==> src/rtl/cla_pipe_addsub.sv <==
// cla_pipe_addsub
// Pipelined adder/subtractor. The operand width is split into NSEG segments
// of SEG_WIDTH bits. Each segment is added in its own pipeline stage by a
// carry-lookahead adder that is built from 4-bit generate/propagate groups.
// A result leaves the pipeline NSEG cycles after its operands were accepted.
// The pipeline takes one beat per cycle. A valid/ready handshake on the
// output stalls the whole pipeline at once.
//
// Ports
//   clk        sole clock; all state updates on the rising edge
//   rst_n      asynchronous, active-low reset
//   in_valid   an operand beat is offered this cycle
//   in_ready   the block accepts a beat this cycle (equals the global advance)
//   a_in       operand A (unsigned or two's complement)
//   b_in       operand B
//   c_in       carry-in, or the borrow-in complement when subtracting
//   sub        0: A+B+c_in, 1: A+~B+c_in
//   out_valid  a result beat is present
//   out_ready  downstream takes the result this cycle
//   sum        result bits
//   c_out      carry out of the MSB
//   ovf        signed overflow (carry into MSB xor carry out)
module cla_pipe_addsub #(
   parameter int WIDTH     = 64,
   parameter int SEG_WIDTH = 16
) (
   input  logic             clk,
   input  logic             rst_n,
   input  logic             in_valid,
   output logic             in_ready,
   input  logic [WIDTH-1:0] a_in,
   input  logic [WIDTH-1:0] b_in,
   input  logic             c_in,
   input  logic             sub,
   output logic             out_valid,
   input  logic             out_ready,
   output logic [WIDTH-1:0] sum,
   output logic             c_out,
   output logic             ovf
);

   localparam int NSEG = WIDTH / SEG_WIDTH;
   localparam int NGRP = (SEG_WIDTH + 3) / 4;

   // This function adds one segment using 4-bit lookahead groups.
   // The return value is {overflow, carry_out, sum}. The overflow bit is the
   // carry into the segment MSB xor the carry out of the segment. It only
   // matters for the top segment.
   function automatic logic [SEG_WIDTH+1:0] seg_add(input logic [SEG_WIDTH-1:0] a,
                                                    input logic [SEG_WIDTH-1:0] b,
                                                    input logic             ci);
      logic [SEG_WIDTH-1:0] g;
      logic [SEG_WIDTH-1:0] p;
      logic [SEG_WIDTH-1:0] s;
      logic                 gc;
      logic                 c;
      logic                 gg;
      logic                 pp;
      logic                 cm;
      g  = a & b;
      p  = a ^ b;
      s  = '0;
      gc = ci;
      cm = ci;
      for (int grp = 0; grp < NGRP; grp++) begin
         c  = gc;
         gg = 1'b0;
         pp = 1'b1;
         for (int j = 0; j < 4; j++) begin
            if (grp * 4 + j < SEG_WIDTH) begin
               s[grp*4+j] = p[grp*4+j] ^ c;
               if (grp * 4 + j == SEG_WIDTH - 1) cm = c;
               c  = g[grp*4+j] | (p[grp*4+j] & c);
               gg = g[grp*4+j] | (p[grp*4+j] & gg);
               pp = pp & p[grp*4+j];
            end
         end
         gc = gg | (pp & gc);
      end
      return {cm ^ gc, gc, s};
   endfunction

   // Stage registers. Each stage keeps its operands right-shifted so that the
   // next segment to add is always in the low SEG_WIDTH bits. The partial sum
   // fills in from the top. After NSEG stages every segment sits in its
   // proper place.
   logic             vld   [NSEG];
   logic [WIDTH-1:0] a_r   [NSEG];
   logic [WIDTH-1:0] b_r   [NSEG];
   logic [WIDTH-1:0] s_r   [NSEG];
   logic             cy_r  [NSEG];
   logic             ov_r  [NSEG];

   logic [WIDTH-1:0] st_a  [NSEG];
   logic [WIDTH-1:0] st_b  [NSEG];
   logic [WIDTH-1:0] st_s  [NSEG];
   logic             st_ci [NSEG];
   logic             nx_vld[NSEG];
   logic [WIDTH-1:0] nx_s  [NSEG];
   logic             nx_cy [NSEG];
   logic             nx_ov [NSEG];

   logic adv;

   // The pipeline moves as one unit. It advances whenever the output
   // register is empty or is being drained this cycle.
   assign adv       = ~vld[NSEG-1] | out_ready;
   assign in_ready  = adv;
   assign out_valid = vld[NSEG-1];
   assign sum       = s_r[NSEG-1];
   assign c_out     = cy_r[NSEG-1];
   assign ovf       = ov_r[NSEG-1];

   // Stage 0 adds straight from the ports and inverts B at capture time.
   // Later stages add from the registers of the stage before them.
   for (genvar k = 0; k < NSEG; k++) begin : g_stage
      logic [SEG_WIDTH+1:0] res;
      if (k == 0) begin : g_head
         assign st_a[k]   = a_in;
         assign st_b[k]   = sub ? ~b_in : b_in;
         assign st_s[k]   = '0;
         assign st_ci[k]  = c_in;
         assign nx_vld[k] = in_valid;
      end else begin : g_tail
         assign st_a[k]   = a_r[k-1];
         assign st_b[k]   = b_r[k-1];
         assign st_s[k]   = s_r[k-1];
         assign st_ci[k]  = cy_r[k-1];
         assign nx_vld[k] = vld[k-1];
      end
      assign res      = seg_add(st_a[k][SEG_WIDTH-1:0], st_b[k][SEG_WIDTH-1:0], st_ci[k]);
      assign nx_s[k]  = (st_s[k] >> SEG_WIDTH)
                      | (WIDTH'(res[SEG_WIDTH-1:0]) << (WIDTH - SEG_WIDTH));
      assign nx_cy[k] = res[SEG_WIDTH];
      assign nx_ov[k] = res[SEG_WIDTH+1];
   end

   // All stage state moves forward together on advance and holds otherwise.
   // Reset clears everything at once, so any beats in flight are discarded.
   always_ff @(posedge clk or negedge rst_n) begin
      if (!rst_n) begin
         for (int k = 0; k < NSEG; k++) begin
            vld[k]  <= 1'b0;
            a_r[k]  <= '0;
            b_r[k]  <= '0;
            s_r[k]  <= '0;
            cy_r[k] <= 1'b0;
            ov_r[k] <= 1'b0;
         end
      end else if (adv) begin
         for (int k = 0; k < NSEG; k++) begin
            vld[k]  <= nx_vld[k];
            a_r[k]  <= st_a[k] >> SEG_WIDTH;
            b_r[k]  <= st_b[k] >> SEG_WIDTH;
            s_r[k]  <= nx_s[k];
            cy_r[k] <= nx_cy[k];
            ov_r[k] <= nx_ov[k];
         end
      end
   end

endmodule

==> config.mk <==
export PLATFORM = sky130hd
export DESIGN_NAME = cla_pipe_addsub
export DESIGN_NICKNAME = d
export VERILOG_FILES = /design/src/rtl/cla_pipe_addsub.sv
export SDC_FILE = /design/constraint.sdc
export NUM_CORES = 1
export LEC_CHECK = 0
export ABC_CLOCK_PERIOD_IN_PS = 5100
export CAP_MARGIN = 0
export CORE_ASPECT_RATIO = 1.2
export CORE_MARGIN = 1
export CORE_UTILIZATION = 60
export CTS_CLUSTER_SIZE = 16
export DETAILED_ROUTE_END_ITERATION = 6
export PLACE_DENSITY = 0.85
export REMOVE_ABC_BUFFERS = 1
export SYNTH_ARGS = -nofsm -noshare
export SYNTH_HDL_FRONTEND = slang
export SYNTH_SLANG_ARGS = --single-unit
==> constraint.sdc <==
create_clock -name clk -period 5.1 [get_ports clk]
set_input_delay 0.51 -clock clk [delete_from_list [all_inputs] [get_ports clk]]
set_output_delay 0.51 -clock clk [all_outputs]
set_load 0.01 [all_outputs]
==> results of run 1 <==
[cell type report]
class | count | area share (%)
sequential | 361 | 45.2
multi-input combinational | 1280 | 34.7
clock inverter | 7 | 0.464
inverter | 42 | 0.827
antenna | 5 | 0.0627
clock buffer | 60 | 5.73
tap | 340 | 2.13
timing repair buffer | 213 | 10.8
[through the flow]
| step | cells | hold WS [ns] | TNS (ns) | cell area (sq um) |
|---|---|---|---|---|
| 3_3_place_gp | 2235 | 0.441 | 0 | 18700 |
| 5_1_grt | 2306 | 0.477 | 0 | 20000 |
| 3_5_place_dp | 2235 | 0.455 | 0 | 18700 |
| 2_1_floorplan | 1683 | 0.214 | -8581.09 | 16100 |
| 6_report | 2308 | 0.457 | 0 | 20000 |
| 4_1_cts | 2303 | 0.459 | 0 | 20000 |
[critical path: cells and delay by family (launching register included)]
kind / cells / cell delay [ns]
AO/OA/AOI/OAI: 6 / 1.29
AND/OR/NAND/NOR: 1 / 0.40
adder cells (fa/ha/maj): 4 / 1.62
flip-flops: 1 / 0.42
[synth_stat cells]
cell type	count	area share (%)
a21bo_2	1	0.061
a21o_1	20	0.91
a21oi_1	40	1.2
a21oi_2	2	0.11
a221o_1	3	0.18
a31o_2	2	0.11
a31oi_1	3	0.11
and4_1	1	0.053
buf_1	5	0.11
buf_2	30	0.91
buf_6	2	0.14
clkbuf_1	50	1.1
dfrtp_1	361	55
fa_1	48	5.8
ha_1	64	4.9
inv_1	42	0.96
mux2_2	1	0.068
mux2i_1	2	0.12
nand2_1	893	20
nand2b_1	1	0.038
nand3_1	4	0.12
nand4_1	8	0.30
nor2_1	24	0.55
nor2b_1	1	0.038
nor4b_4	1	0.14
o2111ai_1	1	0.053
o21a_1	2	0.091
o21ai_0	72	2.2
o22ai_1	1	0.038
o31ai_1	1	0.046
o32a_1	1	0.061
o41a_1	1	0.068
or2_2	1	0.038
or3_1	1	0.038
xnor2_1	59	3.1
xor2_1	21	1.1
[cells by family after synthesis]
group / after synthesis / synth area share [%]
compound gates: 150 / 5.23
simple gates: 935 / 21.6
xor+xnor: 80 / 4.25
mux: 3 / 0.190
fa+ha+maj: 112 / 10.7
buf+inv: 129 / 3.25
flops: 361 / 54.8
[per-layer routing]
layer | GRT usage [%] | up-vias | part of all wire [%]
met5 | 0 | - | 0
met4 | 7.56 | 0 | 1.8
met3 | 4.53 | 51 | 5.6
met2 | 43.8 | 296 | 52
met1 | 31.1 | 5832 | 40
li1 | - | 5849 | -
[state kept, by name, indices dropped and copies added, names as in the netlist]
name,count
c_out,1
ovf,1
nx_vld,3
s_r,96
out_valid,1
cy_r,3
a_r,96
sum,64
b_r,96
[power by group]
part	leakage (nW)	switching [mW]	total, mW	internal (mW)
Combinational	5.13	2.42	4.40	1.99
Sequential	4.35	0.821	4.97	4.15
Clock	0.609	1.09	2.73	1.64
[path summary, 6_finish.rpt]
check / from / endpoint / slack (ns)
setup / recovery: a_r[66] / ovf / 1.30
hold / removal: a_r[218] / a_r[138] / 0.46
setup reg to reg: a_r[66] / ovf / 1.30
hold reg to reg: a_r[218] / a_r[138] / 0.46
max in group asynchronous: rst_n / s_r[241] / 3.39
min in group asynchronous: rst_n / a_r[236] / 0.55
==> flow_summary.json, run 1 <==
{
  "final_cell_mix": "893 x nand2_1, 361 x dfrtp_1, 199 x clkdlybuf4s50_1",
  "seqCellArea_sq_um": 9030,
  "vias": 12028,
  "gp_congestion": 0.802,
  "worstSetupPathType": "reg2reg",
  "dp_hpwl_um": 21400,
  "p_per_area_nw_per_um2": 606,
  "worst_pin_slew_ns": 1.01,
  "row_count": 66,
  "numCtsBuffers": 37,
  "antenna_found_initial": 5,
  "cts_resized": 0,
  "required_ns": 5.55,
  "max_freq_mhz": 263,
  "die_w_um": 153,
  "whs_path_depth": 2,
  "fill_cells": 1930,
  "finalPower_mw": 12.1,
  "final_common_cell": "nand2_1",
  "clockRootBuffer": "clkbuf_16",
  "status": "complete, no violations",
  "wl_per_cell_um": 14.5,
  "fin_util_pct": 73.7,
  "drtAntennaViolNets": 0,
  "synthCells": 1770,
  "ys.warnings.count": 0,
  "multi_input_area_sq_um": 6930,
  "syn_area_sq_um": 16500,
  "initial_core_util_pct": 60.9,
  "p_leak_nw": 10.1,
  "drt-pass1-iter-count": 5,
  "numPortBuffers": 201,
  "start_kind": "flip-flop",
  "cap_violations": 0,
  "ff2ff_path_depth": 11,
  "clock-sinks": 361,
  "end_kind": "flip-flop",
  "critPathArrivalTime_ns": 4.25,
  "ios": 202,
  "finalWirelength_um": 33400,
  "critPathMaxStageDelay_ns": 0.51,
  "setup_viol_count_final": 0,
  "coreArea_sq_um": 27100,
  "min_period_ns": 3.80,
  "drtIter0Drc": 693,
  "grt_pass1_wl_um": 56300,
  "synthToLayoutAreaGrowth_pct": 21.0,
  "hold_viol_final": 0,
  "layout.nets": 2181,
  "finalCritPeriodShare_pct": 74.4,
  "place_ws_ns": 0.919,
  "clk_pin_slew_ns": 0.06,
  "post_cts_buffers": 0,
  "path_cells": "ha_1 -> a21oi_2 -> o22ai_1 -> o41a_1 -> a21bo_2 -> fa_1 -> fa_1 -> fa_1 -> or3_1 -> o2111ai_1 -> o32a_1",
  "clockBufferDepth": 3,
  "irDropWorstVdd_mv": 0.378,
  "fin_skew_ns": 0.0165,
  "die_area_sq_um": 28200,
  "drive_gt1_share_pct": 3.97,
  "die-height_um": 184,
  "slew_violations": 0,
  "cts_tree": "yes",
  "cp_slowest_cell": "o41a_1",
  "track_usage_pct": 24.8,
  "yosysUniqueCellTypes": 36,
  "synth_area_per_cell_sq_um": 9.32,
  "ctsHoldBuffers": 1,
  "setup_ws_ns": 1.30,
  "vias_per_cell": 5.21,
  "critPathMostFrequentCell": "fa_1",
  "drc": 0,
  "cp_max_fo": 6,
  "grt_max_degree": 146,
  "yosysSeqAreaShare_pct": 54.8,
  "grt_overflow_total": 0,
  "synth-seq-cells": 361,
  "max-slew-margin-rel_pct": 32.8,
  "rsz0062_at_grt": "no",
  "clock_latency_ns": 0.52,
  "grt_pass1_vias": 11937,
  "hold_class": "reg2reg",
  "cts_max_level": 2
}
No activity file was read; power rests on OpenSTA's default activity.
==> run 2: changes to the inputs <==
Settings changed: ABC_CLOCK_PERIOD_IN_PS 5100 to 3250, CORE_UTILIZATION 60 to 51, PLACE_DENSITY 0.85 to 0.77.
Clock period 5.1 ns to 3.25 ns, I/O delays scaled along.
==> run 2 against run 1 <==
Effect of this change: the run now ends with DRC, setup timing left; sequential share of layout area fell by 1.4 points; via count is 0.35% lower; worst setup slack worse by 1.5 ns; global-route usage fell by 3.8 points; critical endpoint unchanged.
==> flow_summary.json, run 2 (synthesized netlist as in run 1, its figures left out) <==
{
  "status": "finished with violations",
  "violations": "DRC, setup timing",
  "fin_util_pct": 65.1,
  "top_regs": "a_r (96), b_r (96), s_r (96)",
  "critPathArrivalTime_ns": 3.89,
  "row_count": 71,
  "layout.nets": 2217,
  "final_common_cell": "nand2_1",
  "dp_hpwl_um": 21900,
  "grt_overflow_total": 0,
  "drtIter0Drc": 691,
  "cts_tree": "yes",
  "grt_max_degree": 223,
  "coreArea_sq_um": 31600,
  "clock-sinks": 361,
  "hold_viol_final": 0,
  "initial_core_util_pct": 52.2,
  "cap_violations": 0,
  "irDropWorstVdd_mv": 0.580,
  "grt_pass1_wl_um": 56900,
  "clock_latency_ns": 0.52,
  "cp_max_fo": 5,
  "ios": 202,
  "required_ns": 3.70,
  "clockBufferDepth": 3,
  "vias_per_cell": 4.99,
  "numCtsBuffers": 38,
  "drc": 13,
  "min_period_ns": 3.44,
  "drive_gt1_share_pct": 7.15,
  "max-slew-margin-rel_pct": 36.3,
  "clockRootBuffer": "clkbuf_16",
  "r2r_setup_slack_ns": -0.19,
  "fill_cells": 2494,
  "antenna_found_initial": 2,
  "max_freq_mhz": 291,
  "final_cell_mix": "893 x nand2_1, 361 x dfrtp_1, 199 x clkdlybuf4s50_1",
  "setup_ws_ns": -0.188,
  "hold_class": "in2reg",
  "tns_ns": -0.188,
  "track_usage_pct": 21.0,
  "worst_pin_slew_ns": 0.956,
  "gp_congestion": 0.776,
  "die_area_sq_um": 33100,
  "cts_max_level": 2,
  "clk_pin_slew_ns": 0.06,
  "num_antenna_cells": 0,
  "start_kind": "flip-flop",
  "drt-pass1-iter-count": 7,
  "grt_pass1_vias": 12061,
  "fin_skew_ns": 0.0172,
  "finalWirelength_um": 33400,
  "synthToLayoutAreaGrowth_pct": 24.7,
  "vias": 11986,
  "finalCritPeriodShare_pct": 106,
  "finalPower_mw": 19.7,
  "p_per_area_nw_per_um2": 958,
  "slew_violations": 0,
  "numPortBuffers": 201,
  "rsz0062_at_grt": "yes",
  "wl_per_cell_um": 13.9,
  "setup_viol_count_final": 1,
  "drtAntennaViolNets": 0,
  "die-height_um": 199,
  "die_w_um": 166,
  "p_leak_nw": 10.4,
  "end_kind": "flip-flop",
  "worstSetupPathType": "reg2reg"
}
==> run 2: cell count changes in the layout (fill, tap and decap cells not counted), sizes merged <==
| cell | change |
|---|---|
| buf | +35 |
| bufinv | +3 |
| clkbuf | -2 |
| clkinv | +4 |
| diode | -5 |
| inv | -2 |
==> run 2: layout make-up <==
class                   count  area [sq um]  share of cell area (%)
multi-input cells        1280          7050                    34.3
clock buffers              58          1190                    5.77
inverters                  42           165                   0.803
clock inverters            12           208                    1.01
repair buffers            248          2430                    11.8
flip-flops and latches    361          9030                    43.9
well taps                 401           502                    2.44
==> run 2: where the power goes <==
group / total, mW / switching (mW) / internal (mW)
combinational: 7.24 / 3.86 / 3.38
clock: 4.69 / 1.77 / 2.93
sequential: 7.79 / 1.27 / 6.52
total: 19.7 / 6.90 / 12.8
==> run 2: critical path: stages (launching register included) <==
cell	delay, ns
dfrtp_1	0.37
ha_1	0.31
a21oi_2	0.16
o22ai_2	0.09
o41a_1	0.44
a21bo_2	0.24
fa_2	0.34
fa_2	0.36
fa_2	0.40
or3_4	0.39
o2111ai_2	0.08
o32a_1	0.17
==> run 2: worst paths after layout <==
path	start	cells after the start	to
worst min-delay path	a_in[51]	3	a_r[227]
min in group asynchronous	rst_n	2	a_r[156]
max in group asynchronous	rst_n	3	a_r[71]
worst max register to register	b_r[64]	11	ovf
worst min register to register	s_r[166]	2	s_r[86]
worst max-delay path	b_r[64]	11	ovf
==> run 2: per-stage QoR <==
step                      hold WS [ns]  cells  setup WS, ns  cell area, sq um
after CTS                        0.318   2400        -0.212             20500
after global placement           0.329   2329        -0.258             19000
after floorplan                 0.0294   1683        -28.94             16100
after global routing             0.325   2402        -0.281             20600
final                            0.339   2402        -0.188             20600
after detailed placement         0.342   2329        -0.359             19000
==> run 2: what timing repair did <==
item / in CTS / in global routing
hold buffers: 1 / 0
buffers inserted: 0 / 2
pin swaps: 6 / 12
endpoints found under the hold margin: 65 / 0
gates resized for setup: 9 / 16
setup endpoints to repair: 2 / 8
==> run 2: routing by layer <==
metal | GRT usage (%) | routed length [um]
met1 | 26.8 | 14200
met2 | 36.5 | 16800
met3 | 3.98 | 1630
met4 | 5.95 | 707
met5 | 0 | 23
